[src/rtl/myproject_mac_acc_29s_16s.sv]
// Multiply-accumulate closer for one dense-layer neuron: sums N_TERMS signed
// products plus a shifted bias, then rounds half-up, shifts and saturates.
module myproject_mac_acc_29s_16s #(
  parameter int N_TERMS    = 4,
  parameter int DIN_WIDTH  = 29,
  parameter int ACC_WIDTH  = 36,
  parameter int BIAS_WIDTH = 16,
  parameter int BIAS_LSH   = 10,
  parameter int SHIFT      = 10,
  parameter int DOUT_WIDTH = 16
) (
  input  logic                  ap_clk,
  input  logic                  ap_rst_n,
  input  logic [DIN_WIDTH-1:0]  din,
  input  logic                  din_vld,
  output logic                  din_rdy,
  input  logic [BIAS_WIDTH-1:0] bias,
  output logic [DOUT_WIDTH-1:0] dout,
  output logic                  dout_sat,
  output logic                  dout_vld,
  input  logic                  dout_rdy
);

  localparam int CW = (N_TERMS > 1) ? $clog2(N_TERMS) : 1;
  localparam logic [CW-1:0] LAST = CW'(N_TERMS - 1);

  localparam logic signed [ACC_WIDTH:0] RND  = {{ACC_WIDTH{1'b0}}, 1'b1} << (SHIFT - 1);
  localparam logic signed [ACC_WIDTH:0] DMAX = {{(ACC_WIDTH-DOUT_WIDTH+2){1'b0}}, {(DOUT_WIDTH-1){1'b1}}};
  localparam logic signed [ACC_WIDTH:0] DMIN = {{(ACC_WIDTH-DOUT_WIDTH+2){1'b1}}, {(DOUT_WIDTH-1){1'b0}}};

  typedef enum logic {S_ACC, S_HOLD} state_t;

  state_t                      state, state_n;
  logic [CW-1:0]               cnt;
  logic signed [ACC_WIDTH-1:0] acc, acc_next, din_ext, bias_ext;
  logic signed [ACC_WIDTH:0]   sum_r, r;
  logic [DOUT_WIDTH-1:0]       res;
  logic                        res_sat;
  logic                        acc_fire, out_fire, last;

  assign dout_vld = (state == S_HOLD);
  assign din_rdy  = ~dout_vld | dout_rdy;
  assign acc_fire = din_vld & din_rdy;
  assign out_fire = dout_vld & dout_rdy;
  assign last     = (cnt == LAST);

  assign din_ext  = {{(ACC_WIDTH-DIN_WIDTH){din[DIN_WIDTH-1]}}, din};
  assign bias_ext = {{(ACC_WIDTH-BIAS_WIDTH){bias[BIAS_WIDTH-1]}}, bias} <<< BIAS_LSH;

  // Rounding add is done one bit wider than the accumulator so it cannot wrap.
  always_comb begin
    acc_next = (cnt == '0) ? (bias_ext + din_ext) : (acc + din_ext);
    sum_r    = {acc_next[ACC_WIDTH-1], acc_next} + RND;
    r        = sum_r >>> SHIFT;
    res      = r[DOUT_WIDTH-1:0];
    res_sat  = 1'b0;
    if (r > DMAX) begin
      res     = {1'b0, {(DOUT_WIDTH-1){1'b1}}};
      res_sat = 1'b1;
    end else if (r < DMIN) begin
      res     = {1'b1, {(DOUT_WIDTH-1){1'b0}}};
      res_sat = 1'b1;
    end
  end

  always_comb begin
    state_n = state;
    if (acc_fire && last) state_n = S_HOLD;
    else if (out_fire)    state_n = S_ACC;
  end

  always_ff @(posedge ap_clk or negedge ap_rst_n) begin
    if (!ap_rst_n) state <= S_ACC;
    else           state <= state_n;
  end

  always_ff @(posedge ap_clk or negedge ap_rst_n) begin
    if (!ap_rst_n) begin
      cnt      <= '0;
      acc      <= '0;
      dout     <= '0;
      dout_sat <= 1'b0;
    end else if (acc_fire) begin
      acc <= acc_next;
      cnt <= last ? '0 : cnt + 1'b1;
      if (last) begin
        dout     <= res;
        dout_sat <= res_sat;
      end
    end
  end

endmodule
[config.mk]
export PLATFORM = sky130hd
export DESIGN_NAME = myproject_mac_acc_29s_16s
export DESIGN_NICKNAME = d
export VERILOG_FILES = /design/src/rtl/myproject_mac_acc_29s_16s.sv
export SDC_FILE = /design/constraint.sdc
export NUM_CORES = 1
export LEC_CHECK = 0
export ABC_AREA = 1
export CORE_ASPECT_RATIO = 1.75
export CORE_MARGIN = 2
export CORE_UTILIZATION = 35
export CTS_BUF_LIST = sky130_fd_sc_hd__clkbuf_8
export DETAILED_ROUTE_END_ITERATION = 6
export PLACE_DENSITY = 0.53
export SKIP_CTS_REPAIR_TIMING = 1
export SLEW_MARGIN = 30
export SYNTH_ARGS = -nofsm -noshare
export SYNTH_HDL_FRONTEND = slang
export SYNTH_SLANG_ARGS = --single-unit
export TNS_END_PERCENT = 20
[constraint.sdc]
create_clock -name ap_clk -period 3.2 [get_ports ap_clk]
set_input_delay 0.64 -clock ap_clk [delete_from_list [all_inputs] [get_ports ap_clk]]
set_output_delay 0.64 -clock ap_clk [all_outputs]
set_load 0.1 [all_outputs]
# After elaboration in Yosys (flattened, before gate mapping)

Cells that the tools add are included.

Bits in registers: 56

$add $sub $neg: 4
Magnitude comparators: 2
Eq/ne operators: 1
Multiplexer cells: 8
Bitwise logic cells: 4
Reductions and logical operators: 4

Operator list:

| cell                                                                            | count |
|---|---|
| 36-bit by 11-bit adder with 37-bit output (second input constant)               | 1 |
| 36-bit by 29-bit adder with 36-bit output                                       | 1 |
| 36-bit 2-to-1 mux                                                               | 1 |
| 16-bit 2-to-1 mux                                                               | 2 |
| 26-bit by 29-bit adder with 30-bit output                                       | 1 |
| 27-bit by 16-bit > comparator with 1-bit output (second input constant)         | 1 |
| 27-bit by 16-bit less-than comparator with 1-bit output (second input constant) | 1 |
| 1-bit 2-to-1 mux                                                                | 4 |
| 2-bit by 1-bit adder with 2-bit output (second input constant)                  | 1 |
| 1-bit AND                                                                       | 2 |
| 2-bit equality test (second input constant)                                     | 1 |
| 2-bit logical NOT                                                               | 1 |
| 2-bit 2-to-1 mux                                                                | 1 |
| 2-bit AND reduction                                                             | 1 |
| 2-bit nonzero test                                                              | 1 |
| 1-bit logical AND                                                               | 1 |
| 1-bit inverter                                                                  | 1 |
| 1-bit OR                                                                        | 1 |

# Longest topological paths before layout

Gate-level depths: netlist of the first run.

Depth in word-level cells: 6
Gate-level depth with buffers: 29
Gate-level depth less buffers: 28

# Worst setup path before layout of the first run

No wires, ideal clock.

Path type: input -> register
Start point: input din[0]
End point: register dout[10]
Library setup time: 0.121 ns
Arrival: 3.334 ns
Setup slack: -0.255 ns
Stages: 25
Path buffers: 1
Cells stage by stage: ha_1 inv_1 fa_1 inv_1 nand3_1 nand3_2 nand2_1 nand3_1 nand2_1 inv_1 ha_1 inv_1 nor2_2 inv_2 nor2_4 nand2_2 nor2_8 nand3_1 nand2_1 nand3_1 nor2_1 nand3_2 a21oi_4 buf_6 a21oi_2

Word-level cells in the longest chain between the ends: 6
Elaborated cells on any way between the ends: 8

Ends and longest elaborated chain:

| what                                                                                                          | RTL line | source |
|---|---|---|
| start, declared                                                                                               | 14       | `input logic [DIN_WIDTH-1:0] din,` |
| 36-bit by 29-bit adder with 36-bit output / 26-bit by 29-bit adder with 30-bit output (equally long branches) | 52       | `acc_next = (cnt == '0) ? (bias_ext + din_ext) : (acc + din_ext);` |
| 36-bit 2-to-1 mux (*)                                                                                         | 52       |  |
| named net acc_next[10]                                                                                        | 35       | `logic signed [ACC_WIDTH-1:0] acc, acc_next, din_ext, bias_ext;` |
| 36-bit by 11-bit adder with 37-bit output (*)                                                                 | 53       | `sum_r = {acc_next[ACC_WIDTH-1], acc_next} + RND;` |
| 27-bit by 16-bit less-than comparator with 1-bit output                                                       | 60       | `end else if (r < DMIN) begin` |
| 16-bit 2-to-1 mux                                                                                             | 60       |  |
| 16-bit 2-to-1 mux (*)                                                                                         | 57       | `if (r > DMAX) begin` |
| end signal, assigned                                                                                          | 87       | `dout <= res;` |
| end, declared                                                                                                 | 18       | `output logic [DOUT_WIDTH-1:0] dout,` |

The timed path passes the listed nets; every way through them passes the cells marked *.
A chain may end at the register's enable or synchronous reset.

# Worst setup path after layout of the first run

Start point: register acc[24]
End point: register dout[12]

Word-level cells in the longest chain between the ends: 6
Elaborated cells on any way between the ends: 7

Ends and longest elaborated chain:

| what                                                    | RTL line | source |
|---|---|---|
| start, declared                                         | 35       |  |
| start signal, assigned                                  | 84       | `acc <= acc_next;` |
| 36-bit by 29-bit adder with 36-bit output (*)           | 52       |  |
| 36-bit 2-to-1 mux (*)                                   | 52       |  |
| 36-bit by 11-bit adder with 37-bit output (*)           | 53       |  |
| 27-bit by 16-bit less-than comparator with 1-bit output | 60       |  |
| 16-bit 2-to-1 mux                                       | 60       |  |
| 16-bit 2-to-1 mux (*)                                   | 57       |  |

Every way passes the cells marked *; elsewhere a longest branch is shown, timed or not.

==> impl_metrics.tcl, run 1 <==
set metrics [dict create \
    status "finished, violations left" \
    violations "negative setup slack" \
    slew_violations 0 \
    async_reset_ff_frac 1.000 \
    ctsLongestPathBuffers 2 \
    utilization 0.5556 \
    nNetsFinal 1783 \
    fp-row-count 73 \
    rrSetupSlack_ns -0.25 \
    core_um2 22740 \
    grt_pass1_vias 9077 \
    clk_pin_slew_ns 0.13 \
    grt_max_degree 62 \
    maxCapViolCount 0 \
    ant_nets 0 \
    total_leakage_power_nw 6.695 \
    fin_hold_ws_ns 0.2925 \
    io_buffers 67 \
    dieHeight_um 205.2 \
    cts_tree "done" \
    io_pins 68 \
    hold_viol_final 0 \
    grt_pass1_wl_um 45820 \
    final.setup.worst_slack_ns -0.2540 \
    synth_nets 1489 \
    synth_edf_count 0 \
    cts.sinks 56 \
    clk_latency_ns 0.38 \
    syn2layout_area_growth_pct 56.11 \
    yosys_warnings 0 \
    slew_headroom 0.5352 \
    power.density_nw_per_um2 1109 \
    ir_drop_mv 0.5915 \
    tns_ns -3.626 \
    synth_cell_types 42 \
    vias 9555 \
    wl_um 30790 \
    synth_seq_cells 56 \
    antenna_cells 0 \
    first_iter_violations 379 \
    ctsHtreeMaxLevel 2 \
    drc 0 \
    period_needed_ns 3.454 \
    setup_violations 16 \
    grt_setup_unrepaired "true" \
    start_util 0.3559 \
    place_congestion 0.9356 \
    place_hpwl_um 24550 \
    critical_path.max_fanout 8 \
    required_ns 3.46 \
    yosysSeqAreaShare 0.1731 \
    worstHoldPathType "in2async" \
    worstRegToRegCells 23 \
    cpPeakStageDelay_ns 0.46 \
    synthCells 1381 \
    antenna_found_initial 0 \
    post-place-ws_ns -1.254 \
    worst_pin_slew_ns 0.6971 \
    worstSetupPathType "reg2reg" \
    layout_commonest_cell "nand2_1" \
    crit_top_cell "nand2_1" \
    reg2reg_to "dout[12]$_DFFE_PN0P_" \
    cp-start-kind "flip-flop" \
    max_freq_ghz 0.2895 \
    root_buffer "clkbuf_8" \
    critPathSlowestCell "dfrtp_1" \
    ys.flop_type "dfrtp_1" \
    layout_common_cells "377 x nand2_1, 245 x buf_4, 192 x inv_1, 100 x nand2_2, 82 x nand3_1" \
    syn_area_um2 8094 \
    crit_start "acc[24]$_DFFE_PN0P_" \
    wire_per_inst_um 15.58 \
    die_w_um 119.0 \
    drive_above_1_share 0.4236 \
    crit_chain "ha_4 > buf_4 > nand2_1 > inv_2 > nand2_1 > buf_4 > nor4_4 > nand2_2 > nand2_2 > nand2_1 > nand3_2 > nand2_4 > nor2_4 > nand3_2 > nor2_4 > nand3_1 > nand2_1 > nand2_2 > nor2_2 > nand3_2 > a21oi_4 > clkbuf_16 > a21oi_2" \
    grt-ovfl-total 0 \
    syn_area_per_cell_um2 5.861 \
    fin_skew_ns 0.02138 \
    vias_per_cell 4.836 \
    cp.arrival_ns 3.72 \
    cp-end-kind "flip-flop" \
    cts_buffers 5 \
    grt_usage 0.2420 \
    post-route-period-util 1.079 \
    die-area_um2 24410 \
    firstDrtPassIters 5 \
    r2r_start "acc[24]$_DFFE_PN0P_" \
]
==> registers in the layout, summed over array words and instances, names as in the netlist <==
signal    count
acc          36
dout         16
cnt           2
dout_sat      1
dout_vld      1
==> synthesized netlist by cell type, types with 2 or more instances <==
cell      instances  area (um^2)
nand2_1         461         1730
inv_1           203        762.0
nand3_1         114        570.6
nor2_1           83        311.6
a21oi_1          64        320.3
ha_1             57        713.2
dfrtp_1          56         1401
o21ai_0          56        280.3
nand2_2          42        262.8
inv_2            38        142.6
nor2_2           30        187.7
nand4_1          22        137.6
or2_2            20        125.1
nand3_2          18        180.2
nor2_4           14        157.7
xor2_1           13        113.9
a21oi_2          12        105.1
clkbuf_1         11        41.29
nor3_1           10        50.05
nand3b_1          6        45.04
and2_1            5        31.28
buf_2             5        25.02
nand2_4           5        56.30
o21ai_1           4        20.02
buf_4             3        22.52
nor4_1            3        18.77
xnor2_1           3        26.28
a21o_1            2        15.01
a31oi_1           2        12.51
clkinv_1          2        7.510
fa_1              2        40.04
nor2_8            2        40.04
o21a_1            2        15.01
o21ai_2           2        17.52
o21bai_1          2        15.01
==> critical path, delay by kind of cell, from the launching register on <==
kind	cells	cell delay [ns]
compound gates	2	0.25
buf+inv	4	0.53
simple gates	16	1.80
flops	1	0.46
fa+ha+maj	1	0.30
==> power breakdown <==
part / switching (mW) / internal, mW
combinational: 7.16 / 4.98
clock: 0.318 / 0.162
sequential: 0.333 / 1.05
==> logic make-up (layout without fill, tap and decap cells) <==
| kind of cell | count (synthesis) | count (layout) | synth area share |
|---|---|---|---|
| simple gates | 837 | 838 | 0.4862 |
| buf+inv | 264 | 558 | 0.1275 |
| compound gates | 149 | 149 | 0.1028 |
| fa+ha+maj | 59 | 59 | 0.09306 |
| flops | 56 | 56 | 0.1731 |
| xor+xnor | 16 | 16 | 0.01731 |
==> layout make-up <==
| class | count | area (um^2) |
|---|---|---|
| Timing Repair Buffer | 307 | 2574 |
| Sequential cell | 56 | 1401 |
| Inverter | 243 | 922.1 |
| Tap cell | 300 | 375.4 |
| Clock inverter | 3 | 27.53 |
| Fill cell | 2221 | 10110 |
| Multi-Input combinational cell | 1062 | 7267 |
| Clock buffer | 5 | 68.82 |
==> per-layer routing <==
layer	GRT usage	vias up	wire length [um]
met3	0.01857	66	633
met2	0.4657	158	16760
met1	0.2470	4406	11450
li1	-	4925	-
met4	0.1582	0	1943
met5	0	-	0
==> how the worst max path moves through the flow <==
stage	endpoint	slack, ns	cells past startpoint
5_1_grt	dout[9]$_DFFE_PN0P_	-0.42	28
4_1_cts	dout[1]$_DFFE_PN0P_	-0.86	22
3_5_place_dp	dout[1]$_DFFE_PN0P_	-1.25	22
3_3_place_gp	dout_sat$_DFFE_PN0P_	-1.30	22
2_1_floorplan	dout[10]$_DFFE_PN0P_	-0.16	24
6_report	dout[12]$_DFFE_PN0P_	-0.25	23
==> through the flow <==
step	area, um^2	power [mW]	instances
floorplan	8138	7.447	1381
global placement	10600	11.27	1930
detailed placement	10600	11.32	1930
CTS	10700	11.85	1938
global route	12640	15.13	1976
finish	12640	14.01	1976
Note: power is estimated with default switching activity, not from simulation.
==> run 2: changes to the inputs <==
==> constraint.sdc (replaced) <==
create_clock -name ap_clk -period 3.2 [get_ports ap_clk]
set_input_delay 0.48 -clock ap_clk [delete_from_list [all_inputs] [get_ports ap_clk]]
set_output_delay 0.48 -clock ap_clk [all_outputs]
set_load 0.1 [all_outputs]
==> run 2 against run 1 <==
  * The run still ends with negative setup slack left
  * Clock power is essentially flat
  * Sequential share of layout area rose by 0.65 points
  * Fmax up 1.2%
  * Total power decreased by 6.6%
  * Critical endpoint is now dout[13]$_DFFE_PN0P_
==> impl_metrics.tcl, run 2 (synthesis gave the netlist of run 1 again) <==
set metrics [dict create \
    place_hpwl_um 24120 \
    grt_max_degree 62 \
    cp-start-kind "input pin" \
    ctsLongestPathBuffers 2 \
    first_iter_violations 359 \
    cp-end-kind "flip-flop" \
    drive_above_1_share 0.3643 \
    clk_latency_ns 0.37 \
    worstHoldPathType "in2async" \
    grt_setup_unrepaired "true" \
    io_buffers 67 \
    core_um2 22740 \
    power.density_nw_per_um2 1095 \
    cpPeakStageDelay_ns 0.52 \
    violations "negative setup slack" \
    required_ns 3.46 \
    largestRegisters "acc x36, dout x16, cnt x2" \
    slew_headroom 0.5477 \
    max_freq_ghz 0.2931 \
    ir_drop_mv 0.4251 \
    nFillCells 2279 \
    period_needed_ns 3.412 \
    post_dp_cell_area_um2 10410 \
    antenna_cells 0 \
    path_buf_inv 3 \
    utilization 0.5251 \
    nNetsFinal 1743 \
    crit_top_cell "nand2_1" \
    status "finished, violations left" \
    fin_skew_ns 0.01254 \
    grt_usage 0.2424 \
    worst_pin_slew_ns 0.6714 \
    hold_viol_final 0 \
    die-area_um2 24410 \
    wl_um 30180 \
    postLayoutCellArea_um2 11940 \
    layout_commonest_cell "nand2_1" \
    start_util 0.3559 \
    grt-ovfl-total 0 \
    wire_per_inst_um 15.59 \
    dieHeight_um 205.2 \
    crit_family "simple AND/OR/NAND/NOR gates" \
    ant_nets 0 \
    critPathSlowestCell "clkdlybuf4s50_1" \
    setup_violations 16 \
    place_congestion 0.9389 \
    die_w_um 119.0 \
    post-route-period-util 1.066 \
    antenna_found_initial 0 \
    cp.arrival_ns 3.67 \
    cts.sinks 56 \
    firstDrtPassIters 6 \
    cts_buffers 5 \
    grt_pass1_vias 9105 \
    maxCapViolCount 0 \
    vias 9343 \
    fp-row-count 73 \
    final.setup.worst_slack_ns -0.2118 \
    syn2layout_area_growth_pct 47.55 \
    clk_pin_slew_ns 0.13 \
    crit_chain "clkdlybuf4s50_1 > fa_2 > nand2_1 > nand3_2 > o21ai_4 > buf_4 > o21ai_4 > nand2_2 > nand2_1 > nand2_1 > nand3_2 > nand2_4 > nor2_2 > nand2_1 > nor2_2 > nand4_1 > nand2_2 > nand2_1 > nor2_2 > nand3_2 > a21oi_4 > clkbuf_16 > a21oi_2" \
    slew_violations 0 \
    root_buffer "clkbuf_8" \
    critical_path.max_fanout 8 \
    total_leakage_power_nw 6.377 \
    ctsHtreeMaxLevel 2 \
    drc 0 \
    io_pins 68 \
    largest_reg_flops 36 \
    grt_pass1_wl_um 45900 \
    rrSetupSlack_ns -0.19 \
    layout_common_cells "403 x nand2_1, 210 x buf_4, 197 x inv_1, 89 x nand3_1, 84 x nand2_2" \
    vias_per_cell 4.826 \
    cts_tree "done" \
    worstSetupPathType "in2reg" \
    regMostFlops "acc" \
]
==> run 2: cell types whose count changed in the layout (fill, tap and decap cells not counted), sizes merged <==
| cell | delta |
|---|---|
| buf | -41 |
| clkdlybuf4s50 | +12 |
| clkbuf | -9 |
| dlymetal6s2s | -3 |
| clkinv | -1 |
| inv | +1 |
| nor2 | +1 |
==> run 2: path summary, 6_finish.rpt <==
check                      cells past startpoint                 from              endpoint
setup / recovery                              23              bias[1]  dout[13]$_DFFE_PN0P_
hold / removal                                 1             ap_rst_n    acc[3]$_DFFE_PN0P_
setup reg to reg                              23   acc[0]$_DFFE_PN0P_  dout[13]$_DFFE_PN0P_
hold reg to reg                                2  acc[34]$_DFFE_PN0P_   acc[34]$_DFFE_PN0P_
max in group asynchronous                      2             ap_rst_n  dout[15]$_DFFE_PN0P_
min in group ap_clk                            3               din[0]    acc[0]$_DFFE_PN0P_
==> run 2: power breakdown <==
group / total, mW / internal, mW / switching [mW]
clock: 0.482 / 0.162 / 0.321
combinational: 11.2 / 4.44 / 6.78
sequential: 1.38 / 1.05 / 0.325
==> run 2: layer usage <==
metal | global-route usage | part of all wire | wire [um]
met2 | 0.4626 | 0.53 | 15910
met4 | 0.1675 | 0.074 | 2235
met5 | 0 | 0 | 0
met1 | 0.2462 | 0.38 | 11380
met3 | 0.01996 | 0.022 | 651
==> run 2: area by class of cell <==
cell class | count | area [um^2] | area share
Inverter | 243 | 912.1 | 0.07638
Tap cell | 300 | 375.4 | 0.03143
Clock inverter | 3 | 25.02 | 0.002095
Multi-Input combinational cell | 1063 | 6890 | 0.5770
Timing Repair Buffer | 266 | 2268 | 0.1899
Clock buffer | 5 | 68.82 | 0.005762
Sequential cell | 56 | 1403 | 0.1174
==> run 2: through the flow <==
stage / power [mW] / setup WS (ns) / instances / TNS, ns / hold slack [ns]
finish: 13.08 / -0.2118 / 1936 / -2.981 / 0.07258
global placement: 10.97 / -1.052 / 1911 / -17.49 / 0.4720
global route: 14.21 / -0.3984 / 1936 / -6.177 / 0.1038
detailed placement: 11.05 / -1.095 / 1911 / -18.29 / 0.4792
floorplan: 7.421 / 0.001307 / 1381 / 0 / 0.1844
CTS: 11.57 / -0.7152 / 1919 / -11.56 / 0.07991
==> run 3: changes to the inputs <==
--- a/config.mk
+++ b/config.mk
@@ -8,10 +8,10 @@
 export ABC_AREA = 1
 export CORE_ASPECT_RATIO = 1.75
 export CORE_MARGIN = 2
-export CORE_UTILIZATION = 35
+export CORE_UTILIZATION = 40
 export CTS_BUF_LIST = sky130_fd_sc_hd__clkbuf_8
 export DETAILED_ROUTE_END_ITERATION = 6
-export PLACE_DENSITY = 0.53
+export GPL_TIMING_DRIVEN = 0
 export SKIP_CTS_REPAIR_TIMING = 1
 export SLEW_MARGIN = 30
 export SYNTH_ARGS = -nofsm -noshare
==> run 3 against run 2 <==
  * The run ends with negative hold slack, negative setup slack left
  * Sequential power down 4%
  * Via count decreased by 4.4%
  * Design area decreased by 10%
  * Clock skew up 0.011 ns
  * Core utilization is 1.5 points higher
  * Global-route usage rose by 1.8 points
  * Non-clock buffer count down 142
  * Combinational power decreased by 11%
  * Critical path type is now reg2reg
==> impl_metrics.tcl, run 3 (synthesis gave the netlist of run 1 again) <==
set metrics [dict create \
    status "finished, violations left" \
    violations "negative hold slack, negative setup slack" \
    wire_per_inst_um 16.55 \
    cts_tree "done" \
    wl_um 28760 \
    first_iter_violations 593 \
    die_w_um 111.5 \
    largest_reg_flops 36 \
    grt_max_degree 35 \
    clk_latency_ns 0.37 \
    critPathSlowestCell "fa_2" \
    fp-row-count 68 \
    worstHoldPathType "in2async" \
    io_pins 68 \
    cts_buffers 5 \
    grt-ovfl-total 0 \
    syn2layout_area_growth_pct 32.26 \
    maxCapViolCount 0 \
    utilization 0.5400 \
    total_leakage_power_nw 5.639 \
    place_hpwl_um 23420 \
    nFillCells 2028 \
    grt_pass1_wl_um 43070 \
    grt_usage 0.2604 \
    drive_above_1_share 0.2666 \
    ctsHtreeMaxLevel 2 \
    worstRegToRegCells 25 \
    nNetsFinal 1600 \
    max_freq_ghz 0.2861 \
    grt_pass1_vias 8447 \
    post-route-period-util 1.092 \
    cp-end-kind "flip-flop" \
    hold_viol_final 6 \
    cts.sinks 56 \
    vias_per_cell 5.142 \
    required_ns 3.46 \
    antenna_cells 0 \
    io_buffers 67 \
    ir_drop_mv 0.6756 \
    layout_commonest_cell "nand2_1" \
    clk_pin_slew_ns 0.14 \
    dieHeight_um 192.2 \
    critical_path.max_fanout 7 \
    r2r_start "acc[0]$_DFFE_PN0P_" \
    cp.arrival_ns 3.76 \
    dp.cells 1694 \
    drc 0 \
    final_cells 1738 \
    regMostFlops "acc" \
    slew_violations 0 \
    rrSetupSlack_ns -0.30 \
    fin_hold_ws_ns -0.01083 \
    die-area_um2 21430 \
    grt_setup_unrepaired "true" \
    post-place-ws_ns -1.212 \
    reg2reg_to "dout[10]$_DFFE_PN0P_" \
    crit_start "acc[0]$_DFFE_PN0P_" \
    largestRegisters "acc x36, dout x16, cnt x2" \
    cpPeakStageDelay_ns 0.41 \
    cp-start-kind "flip-flop" \
    place_congestion 0.9401 \
    vias 8936 \
    crit_family "simple AND/OR/NAND/NOR gates" \
    ctsLongestPathBuffers 2 \
    core_um2 19820 \
    fin_skew_ns 0.02328 \
    power_mw 11.76 \
    path_buf_inv 6 \
    worst_pin_slew_ns 0.9903 \
    period_needed_ns 3.496 \
    start_util 0.4083 \
    layout_common_cells "417 x nand2_1, 197 x inv_1, 94 x nand3_1, 67 x nor2_1, 63 x nand2_2" \
    final.setup.worst_slack_ns -0.2956 \
    setup_violations 16 \
    power.density_nw_per_um2 1099 \
    worstSetupPathType "reg2reg" \
    antenna_found_initial 0 \
    ant_nets 0 \
    firstDrtPassIters 5 \
    root_buffer "clkbuf_8" \
    slew_headroom 0.3377 \
]
-- run 3: final cells by class --
cell class	instances	area [um^2]	share of cell area
multi-input cells	1062	6789	0.6342
repair buffers	103	1054	0.09841
clock inverters	3	22.52	0.002104
inverters	243	919.6	0.08590
plain buffers	21	143.9	0.01344
flip-flops and latches	56	1401	0.1309
well taps	245	306.5	0.02863
clock buffers	5	68.82	0.006428
-- run 3: report_power, final --
group	internal (mW)	leakage, nW	switching, mW
clock	0.159	0.0485	0.310
combinational	3.40	4.94	6.56
sequential	1.05	0.650	0.281
total	4.61	5.64	7.15
-- run 3: metrics by stage --
step,setup TNS (ns),area [um^2]
global placement,-45.41,9084
finish,-4.219,10710
global route,-7.660,10710
CTS,-12.83,9193
detailed placement,-19.03,9101
floorplan,0,8107
-- run 3: worst max path at each step --
stage	cells past startpoint	end	slack, ns
2_1_floorplan	25	dout[10]$_DFFE_PN0P_	0.001
4_1_cts	21	dout[5]$_DFFE_PN0P_	-0.85
6_report	25	dout[10]$_DFFE_PN0P_	-0.30
5_1_grt	25	dout[10]$_DFFE_PN0P_	-0.50
3_5_place_dp	21	dout[5]$_DFFE_PN0P_	-1.21
3_3_place_gp	21	dout[14]$_DFFE_PN0P_	-1.22
-- run 3: per-layer routing --
layer  wire length, um  vias to the layer above  global-route usage  part of all wire
li1                  -                     4560                   -                 -
met1             10560                     4101              0.2619              0.37
met2             15290                      197              0.4923              0.53
met3               780                       78             0.02240             0.027
met4              2128                        0              0.1971             0.074
met5                 0                        -                   0                 0
